==> config.mk <==
export PLATFORM = sky130hd
export DESIGN_NAME = intr_timer_flat
export DESIGN_NICKNAME = d
export VERILOG_FILES = /design/src/rtl/intr_timer_if.sv /design/src/rtl/intr_timer.sv /design/src/flat_wrapper.sv
export SDC_FILE = /design/constraint.sdc
export NUM_CORES = 1
export LEC_CHECK = 0
export ABC_AREA = 1
export CAP_MARGIN = 30
export CORE_ASPECT_RATIO = 1.4
export CORE_UTILIZATION = 45
export DETAILED_ROUTE_END_ITERATION = 6
export PLACE_DENSITY = 0.75
export SLEW_MARGIN = 25
export SYNTH_ARGS = -nofsm -noshare
export SYNTH_HDL_FRONTEND = slang
export SYNTH_SLANG_ARGS = --single-unit
==> constraint.sdc <==
create_clock -name clk -period 3.28 [get_ports clk]
set_input_delay 0.328 -clock clk [delete_from_list [all_inputs] [get_ports clk]]
set_output_delay 0.328 -clock clk [all_outputs]
set_load 0.01 [all_outputs]
==> src/rtl/intr_timer_if.sv <==
// Interrupt/CP0 snoop bundle between the core-side CP0 logic (master) and intr_timer (slave).
// W_HINT is the width of the external interrupt and hard_intr vectors.
interface intr_timer_if #(
   parameter int W_HINT = 6
);
   logic [W_HINT-1:0] ext_intr;
   logic              wr_en;
   logic [4:0]        wr_regf;
   logic [31:0]       wr_data;
   logic              exc_we;
   logic [W_HINT-1:0] hard_intr;
   logic [31:0]       count_o;
   logic [31:0]       compare_o;
   logic              timer_pending;

   modport master (
      output ext_intr, wr_en, wr_regf, wr_data, exc_we,
      input  hard_intr, count_o, compare_o, timer_pending
   );

   modport slave (
      input  ext_intr, wr_en, wr_regf, wr_data, exc_we,
      output hard_intr, count_o, compare_o, timer_pending
   );
endinterface

==> src/rtl/intr_timer.sv <==
// MIPS interrupt front end: ext line sync + glitch filter, CP0 Count/Compare timer.
// Timer logic is present only when TIMER_INTR_EN is defined; otherwise its outputs tie to 0.
module intr_timer #(
   parameter int FILT_CYC = 4,
   parameter int CNT_DIV  = 2
) (
   input logic         clk,
   input logic         rst,
   intr_timer_if.slave bus
);
   localparam int         W_HINT   = 6;
   localparam logic [7:0] FILT_LIM = 8'(FILT_CYC - 1);

   logic [W_HINT-1:0] s1_q, s1_d;
   logic [W_HINT-1:0] s2_q, s2_d;
   logic [W_HINT-1:0] f_q, f_d;
   logic [7:0]        c_q [W_HINT];
   logic [7:0]        c_d [W_HINT];
   logic              timer_bit;

   // A line's filtered value flips only after FILT_CYC consecutive disagreeing samples.
   always_comb begin
      s1_d = bus.ext_intr;
      s2_d = s1_q;
      f_d  = f_q;
      for (int i = 0; i < W_HINT; i++) begin
         c_d[i] = c_q[i];
         if (s2_q[i] == f_q[i]) begin
            c_d[i] = 8'd0;
         end else if (c_q[i] == FILT_LIM) begin
            f_d[i] = s2_q[i];
            c_d[i] = 8'd0;
         end else begin
            c_d[i] = c_q[i] + 8'd1;
         end
      end
   end

   always_ff @(posedge clk or posedge rst) begin
      if (rst) begin
         s1_q <= '0;
         s2_q <= '0;
         f_q  <= '0;
         for (int i = 0; i < W_HINT; i++) begin
            c_q[i] <= 8'd0;
         end
      end else begin
         s1_q <= s1_d;
         s2_q <= s2_d;
         f_q  <= f_d;
         for (int i = 0; i < W_HINT; i++) begin
            c_q[i] <= c_d[i];
         end
      end
   end

`ifdef TIMER_INTR_EN
   localparam logic [7:0] DIV_LIM = 8'(CNT_DIV - 1);

   logic        wr_eff, wr_count, wr_cmp, tick;
   logic [7:0]  p_q, p_d;
   logic [31:0] count_q, count_d, count_inc;
   logic [31:0] compare_q, compare_d;
   logic        pend_q, pend_d;

   // Count writes realign the prescaler; a Compare write always wins over a same-edge match.
   always_comb begin
      wr_eff    = bus.wr_en & ~bus.exc_we;
      wr_count  = wr_eff && (bus.wr_regf == 5'd9);
      wr_cmp    = wr_eff && (bus.wr_regf == 5'd11);
      tick      = (p_q == DIV_LIM);
      count_inc = count_q + 32'd1;
      p_d       = (tick || wr_count) ? 8'd0 : p_q + 8'd1;
      count_d   = count_q;
      if (wr_count) begin
         count_d = bus.wr_data;
      end else if (tick) begin
         count_d = count_inc;
      end
      compare_d = wr_cmp ? bus.wr_data : compare_q;
      pend_d    = pend_q;
      if (wr_cmp) begin
         pend_d = 1'b0;
      end else if (tick && !wr_count && (count_inc == compare_q)) begin
         pend_d = 1'b1;
      end
   end

   always_ff @(posedge clk or posedge rst) begin
      if (rst) begin
         p_q       <= 8'd0;
         count_q   <= 32'd0;
         compare_q <= 32'd0;
         pend_q    <= 1'b0;
      end else begin
         p_q       <= p_d;
         count_q   <= count_d;
         compare_q <= compare_d;
         pend_q    <= pend_d;
      end
   end

   assign bus.count_o       = count_q;
   assign bus.compare_o     = compare_q;
   assign bus.timer_pending = pend_q;
   assign timer_bit         = pend_q;
`else
   assign bus.count_o       = 32'd0;
   assign bus.compare_o     = 32'd0;
   assign bus.timer_pending = 1'b0;
   assign timer_bit         = 1'b0;
`endif

   assign bus.hard_intr = {f_q[5] | timer_bit, f_q[4:0]};
endmodule

==> src/flat_wrapper.sv <==
// flat-port wrapper written by rule: the top's interface ports become plain ports
module intr_timer_flat 
#(
   parameter int FILT_CYC = 4,
   parameter int CNT_DIV  = 2
)
  (clk, rst, bus_ext_intr, bus_wr_en, bus_wr_regf, bus_wr_data, bus_exc_we, bus_hard_intr, bus_count_o, bus_compare_o, bus_timer_pending);
  intr_timer_if bus_i ();
  input logic clk;
  input logic rst;
  input wire logic [$bits(bus_i.ext_intr)-1:0] bus_ext_intr;
  input wire logic [$bits(bus_i.wr_en)-1:0] bus_wr_en;
  input wire logic [$bits(bus_i.wr_regf)-1:0] bus_wr_regf;
  input wire logic [$bits(bus_i.wr_data)-1:0] bus_wr_data;
  input wire logic [$bits(bus_i.exc_we)-1:0] bus_exc_we;
  output wire logic [$bits(bus_i.hard_intr)-1:0] bus_hard_intr;
  output wire logic [$bits(bus_i.count_o)-1:0] bus_count_o;
  output wire logic [$bits(bus_i.compare_o)-1:0] bus_compare_o;
  output wire logic [$bits(bus_i.timer_pending)-1:0] bus_timer_pending;
  assign bus_i.ext_intr = bus_ext_intr;
  assign bus_i.wr_en = bus_wr_en;
  assign bus_i.wr_regf = bus_wr_regf;
  assign bus_i.wr_data = bus_wr_data;
  assign bus_i.exc_we = bus_exc_we;
  assign bus_hard_intr = bus_i.hard_intr;
  assign bus_count_o = bus_i.count_o;
  assign bus_compare_o = bus_i.compare_o;
  assign bus_timer_pending = bus_i.timer_pending;
  intr_timer #(.FILT_CYC(FILT_CYC), .CNT_DIV(CNT_DIV)) u_core (.clk(clk), .rst(rst), .bus(bus_i));
endmodule
**Word-level counts from Yosys, hierarchy flattened**

Index checks and enable logic that the tools add are counted.
W data, S select, Z words.

- Bits in registers: 66
- Input port bits: 47
- Output and inout port bits: 71
- Logic and storage cells: 56

- Add/subtract/negate cells: 6
- Eq/ne operators: 12
- Mux-type cells: 12
- Bitwise operators: 6
- Reduce and logical (&&, ||, !) cells: 6

Operators by type and width:

| kind | number |
|---|---|
| $mux W8 | 12 |
| $add A8 B1 Y8 const B | 6 |
| $eq A8 B2 Y1 const B | 6 |
| $reduce_and A2 Y1 | 6 |
| $eq A1 B1 Y1 | 6 |
| $not A1 Y1 | 6 |

**Longest topological paths before layout**

- Depth in word-level cells: 3
- Depth in mapped cells: 7

**Worst setup path after synthesis**

Ideal clock, no wire load.

- Kind: flip-flop to flip-flop
- From: register u_core.c_q[16] (netlist bit)
- To: register u_core.c_q[16] (netlist bit)
- Library setup time: 0.123 ns
- Arrival time: 0.921 ns
- Path slack: 2.236 ns
- Stages on the path, launching flop included: 7
- Path buffers: 0
- Period minus slack after synthesis: 1.044 ns
- Cells stage by stage: dfrtp_1 > ha_1 > nand2_1 > nor2_1 > nand2_2 > nand2_2 > nor2_1

RTL lines:

| what | line | text |
|---|---|---|
| from (decl) | intr_timer.sv:17 | `logic [7:0] c_q [W_HINT];` |
| from (signal, indexed assignment) | intr_timer.sv:52 | `c_q[i] <= c_d[i];` |

**Worst setup path in the final report**

- From: register u_core.f_q[4] (netlist: u_core.bus.hard_intr[4])
- To: output bus_hard_intr[4]

RTL lines:

| what | line | text |
|---|---|---|
| from (decl) | intr_timer.sv:16 | `logic [W_HINT-1:0] f_q, f_d;` |
| from (signal assigned) | intr_timer.sv:43 | `f_q <= '0;` |
| from (signal assigned) | intr_timer.sv:50 | `f_q <= f_d;` |
| to (decl) | flat_wrapper.sv:16 | `output wire logic [$bits(bus_i.hard_intr)-1:0] bus_hard_intr;` |

No word-level cell between the ends.

==> results.json <==
{
  "synth_top_cells_by_area": "dfrtp_1 (44%), buf_4 (13%), nand2_1 (9.3%)",
  "end_kind": "primary output",
  "max_slew.worst_pin.slew_ns": 0.791,
  "grt_pass1_vias": 2331,
  "cts_root_buf": "clkbuf_8",
  "seq_area_um2": 1650,
  "ir_drop_mv": 0.424,
  "dr_total_vias": 2487,
  "drt_iter0_markers": 102,
  "drt-total-wl_um": 5290,
  "syn_inst": 446,
  "p_leak_uw": 0.00193,
  "io_buffers": 13,
  "crit_fanout": 3,
  "power_frac_comb_pct": 22.8,
  "outcome": "finished clean",
  "layout_common_cells": "nand2_1 (92), nor2_1 (71), dfrtp_1 (66), conb_1 (65), inv_1 (41)",
  "critPathBufInv": 1,
  "layout.cells.non_filler": 575,
  "syn_avg_cell_area_um2": 8.36,
  "cp-start-kind": "flip-flop",
  "clk_pin_slew_ns": 0.07,
  "clkLatencyLatePin_ns": 0.34,
  "grt_max_degree": 67,
  "layout_min_cycle_time_ns": 1.65,
  "num_rows": 38,
  "cts-hold-fix-buffers": 0,
  "maxCapViolCount": 0,
  "mostFrequentLayoutCell": "nand2_1",
  "cp.required_ns": 2.95,
  "fin_crit_sh_pct": 50.3,
  "critical_path.cell_chain": "clkdlybuf4s50_1",
  "p_per_area_nw_per_um2": 641,
  "tns_ns": 0,
  "overflow": 0,
  "cp_slowest_stage_delay_ns": 0.57,
  "ys_ff_latch": 66,
  "die_x_um": 78.9,
  "fmax_mhz": 606,
  "cts_sinks": 66,
  "detail_route.wl_per_cell_um": 9.21,
  "dp_cells": 559,
  "drive_gt1_share_pct": 11.4,
  "die_area_um2": 8660,
  "cp_data_arrival_time_ns": 1.32,
  "ctsResizeCount": 0,
  "critPathTopFamily": "buffers and inverters",
  "yosys.area.top_type_share_pct": 44.3,
  "nNetsFinal": 529,
  "utilization_pct": 50.8,
  "area_growth_pct": 7.52,
  "cts_setup_buffers": 0,
  "maxSlewViolCount": 0,
  "yosys_warnings": 0,
  "worst_hold_path_type": "flip-flop to flip-flop",
  "grt_pass1_wl_um": 9450,
  "htree_levels": 3,
  "skew_ns": 0.00406,
  "grt_util_all_layers_pct": 14.0,
  "finalInstanceArea_um2": 4010,
  "p_seq_share_pct": 42.3,
  "via_per_inst": 4.33,
  "die_h_um": 110,
  "slew_headroom_pct": 47.3,
  "start_util_pct": 47.2,
  "fill_cells": 718,
  "cts_tree": "yes",
  "slowest_stage": "clkdlybuf4s50_1",
  "n_antenna_cell": 0,
  "seq_area_frac_synth_pct": 44.3,
  "total_power_uw": 2570,
  "multi_input_area_um2": 1660,
  "ys_types": 21,
  "swShare_pct": 31.3,
  "drc": 0,
  "clockBufferDepth": 2,
  "ios": 118,
  "syn_area_um2": 3730,
  "detail_route.first_pass.iterations": 5,
  "cellInternalPower_uw": 1770,
  "p_switching_uw": 804,
  "clkPwrFrac_pct": 34.8,
  "dp_hpwl_um": 3820,
  "cts-buffers-inserted": 9,
  "rsz0062_at_grt": "no",
  "dpl-instance-area_um2": 3740,
  "setup_viol": 0,
  "hold_violations": 0,
  "ant_nets": 0,
  "synth_largest_area_cell": "dfrtp_1",
  "critPathKind": "flip-flop to primary output",
  "core_area_um2": 7890,
  "gp_congestion": 0.820,
  "antenna_found_initial": 0
}
## stage by stage
| stage | setup slack [ns] | hold WS, ns |
|---|---|---|
| 4_1_cts | 1.59 | 0.355 |
| 2_1_floorplan | 1.30 | 0.331 |
| 3_5_place_dp | 1.79 | 0.339 |
| 3_3_place_gp | 1.80 | 0.333 |
| 5_1_grt | 1.57 | 0.360 |
| 6_report | 1.63 | 0.353 |
## area by class of cell
class	count	share of cell area (%)
multi-input combinational	334	41.4
sequential	66	41.2
inverter	45	4.21
clock inverter	7	3.53
timing repair buffer	14	3.43
tap	100	3.12
clock buffer	9	3.09
## metal layers
| layer | wire length, µm | track usage [%] | vias up |
|---|---|---|---|
| met1 | 2260 | 14.9 | 1130 |
| met4 | 78 | 5.84 | 0 |
| met3 | 265 | 4.65 | 8 |
| li1 | - | - | 1270 |
| met5 | 0 | 0 | - |
| met2 | 2690 | 25.1 | 79 |
## final timing paths
path	startpoint	end	slack, ns	cells past startpoint
setup / recovery	u_core.bus.hard_intr[4]$_DFFE_PP0P_	bus_hard_intr[4]	1.63	1
hold / removal	u_core.s1_q[5]$_DFF_PP0_	u_core.s2_q[5]$_DFF_PP0_	0.35	0
setup reg to reg	u_core.c_q[8]$_DFF_PP0_	u_core.c_q[8]$_DFF_PP0_	2.10	6
hold reg to reg	u_core.s1_q[5]$_DFF_PP0_	u_core.s2_q[5]$_DFF_PP0_	0.35	0
max in group asynchronous	rst	u_core.c_q[46]$_DFF_PP0_	2.23	3
min in group asynchronous	rst	u_core.bus.hard_intr[5]$_DFFE_PP0P_	0.53	3
## synthesized netlist by cell type (all sizes together)
master	count
and2	4
conb	1
dfrtp	66
a21oi	4
xor2	15
o21ai	2
nand2	105
ha	12
nand3	30
buf	65
o21bai	4
xnor2	9
inv	43
nor3	1
clkinv	2
nor2	83
## registers in the layout (all words and copies together), names as in the netlist
register and cells:
u_core.s2_q 6, u_core.c_q 48, u_core.bus.hard_intr 6, u_core.s1_q 6
## cell families (layout without fill, tap and decap cells)
kind of cell,Yosys count,count (layout),share of synthesized area [%]
AND/OR/NAND/NOR,223,223,26.1
buffers and inverters,110,75,17.6
flip-flops,66,66,44.3
XOR/XNOR,24,24,6.24
adder cells (fa/ha/maj),12,12,4.03
AO/OA/AOI/OAI,10,10,1.61
other,1,65,0.101
## power groups by stage
stage,Clock (µW),Combinational (µW),Sequential (µW)
finish,896,586,1090
CTS,917,597,1090
global route,944,684,1110
detailed placement,0,590,1100
floorplan,0,479,1090
global placement,0,576,1090
## worst reg2reg max path, cell delays in order, from the launching register on
cell and delay [ns]:
dfrtp_1 0.42, ha_1 0.20, nand2_1 0.06, nor2_1 0.12
nand2_1 0.10, nand2_1 0.13, nor2_1 0.05
No activity file was read; power rests on OpenSTA's default activity.
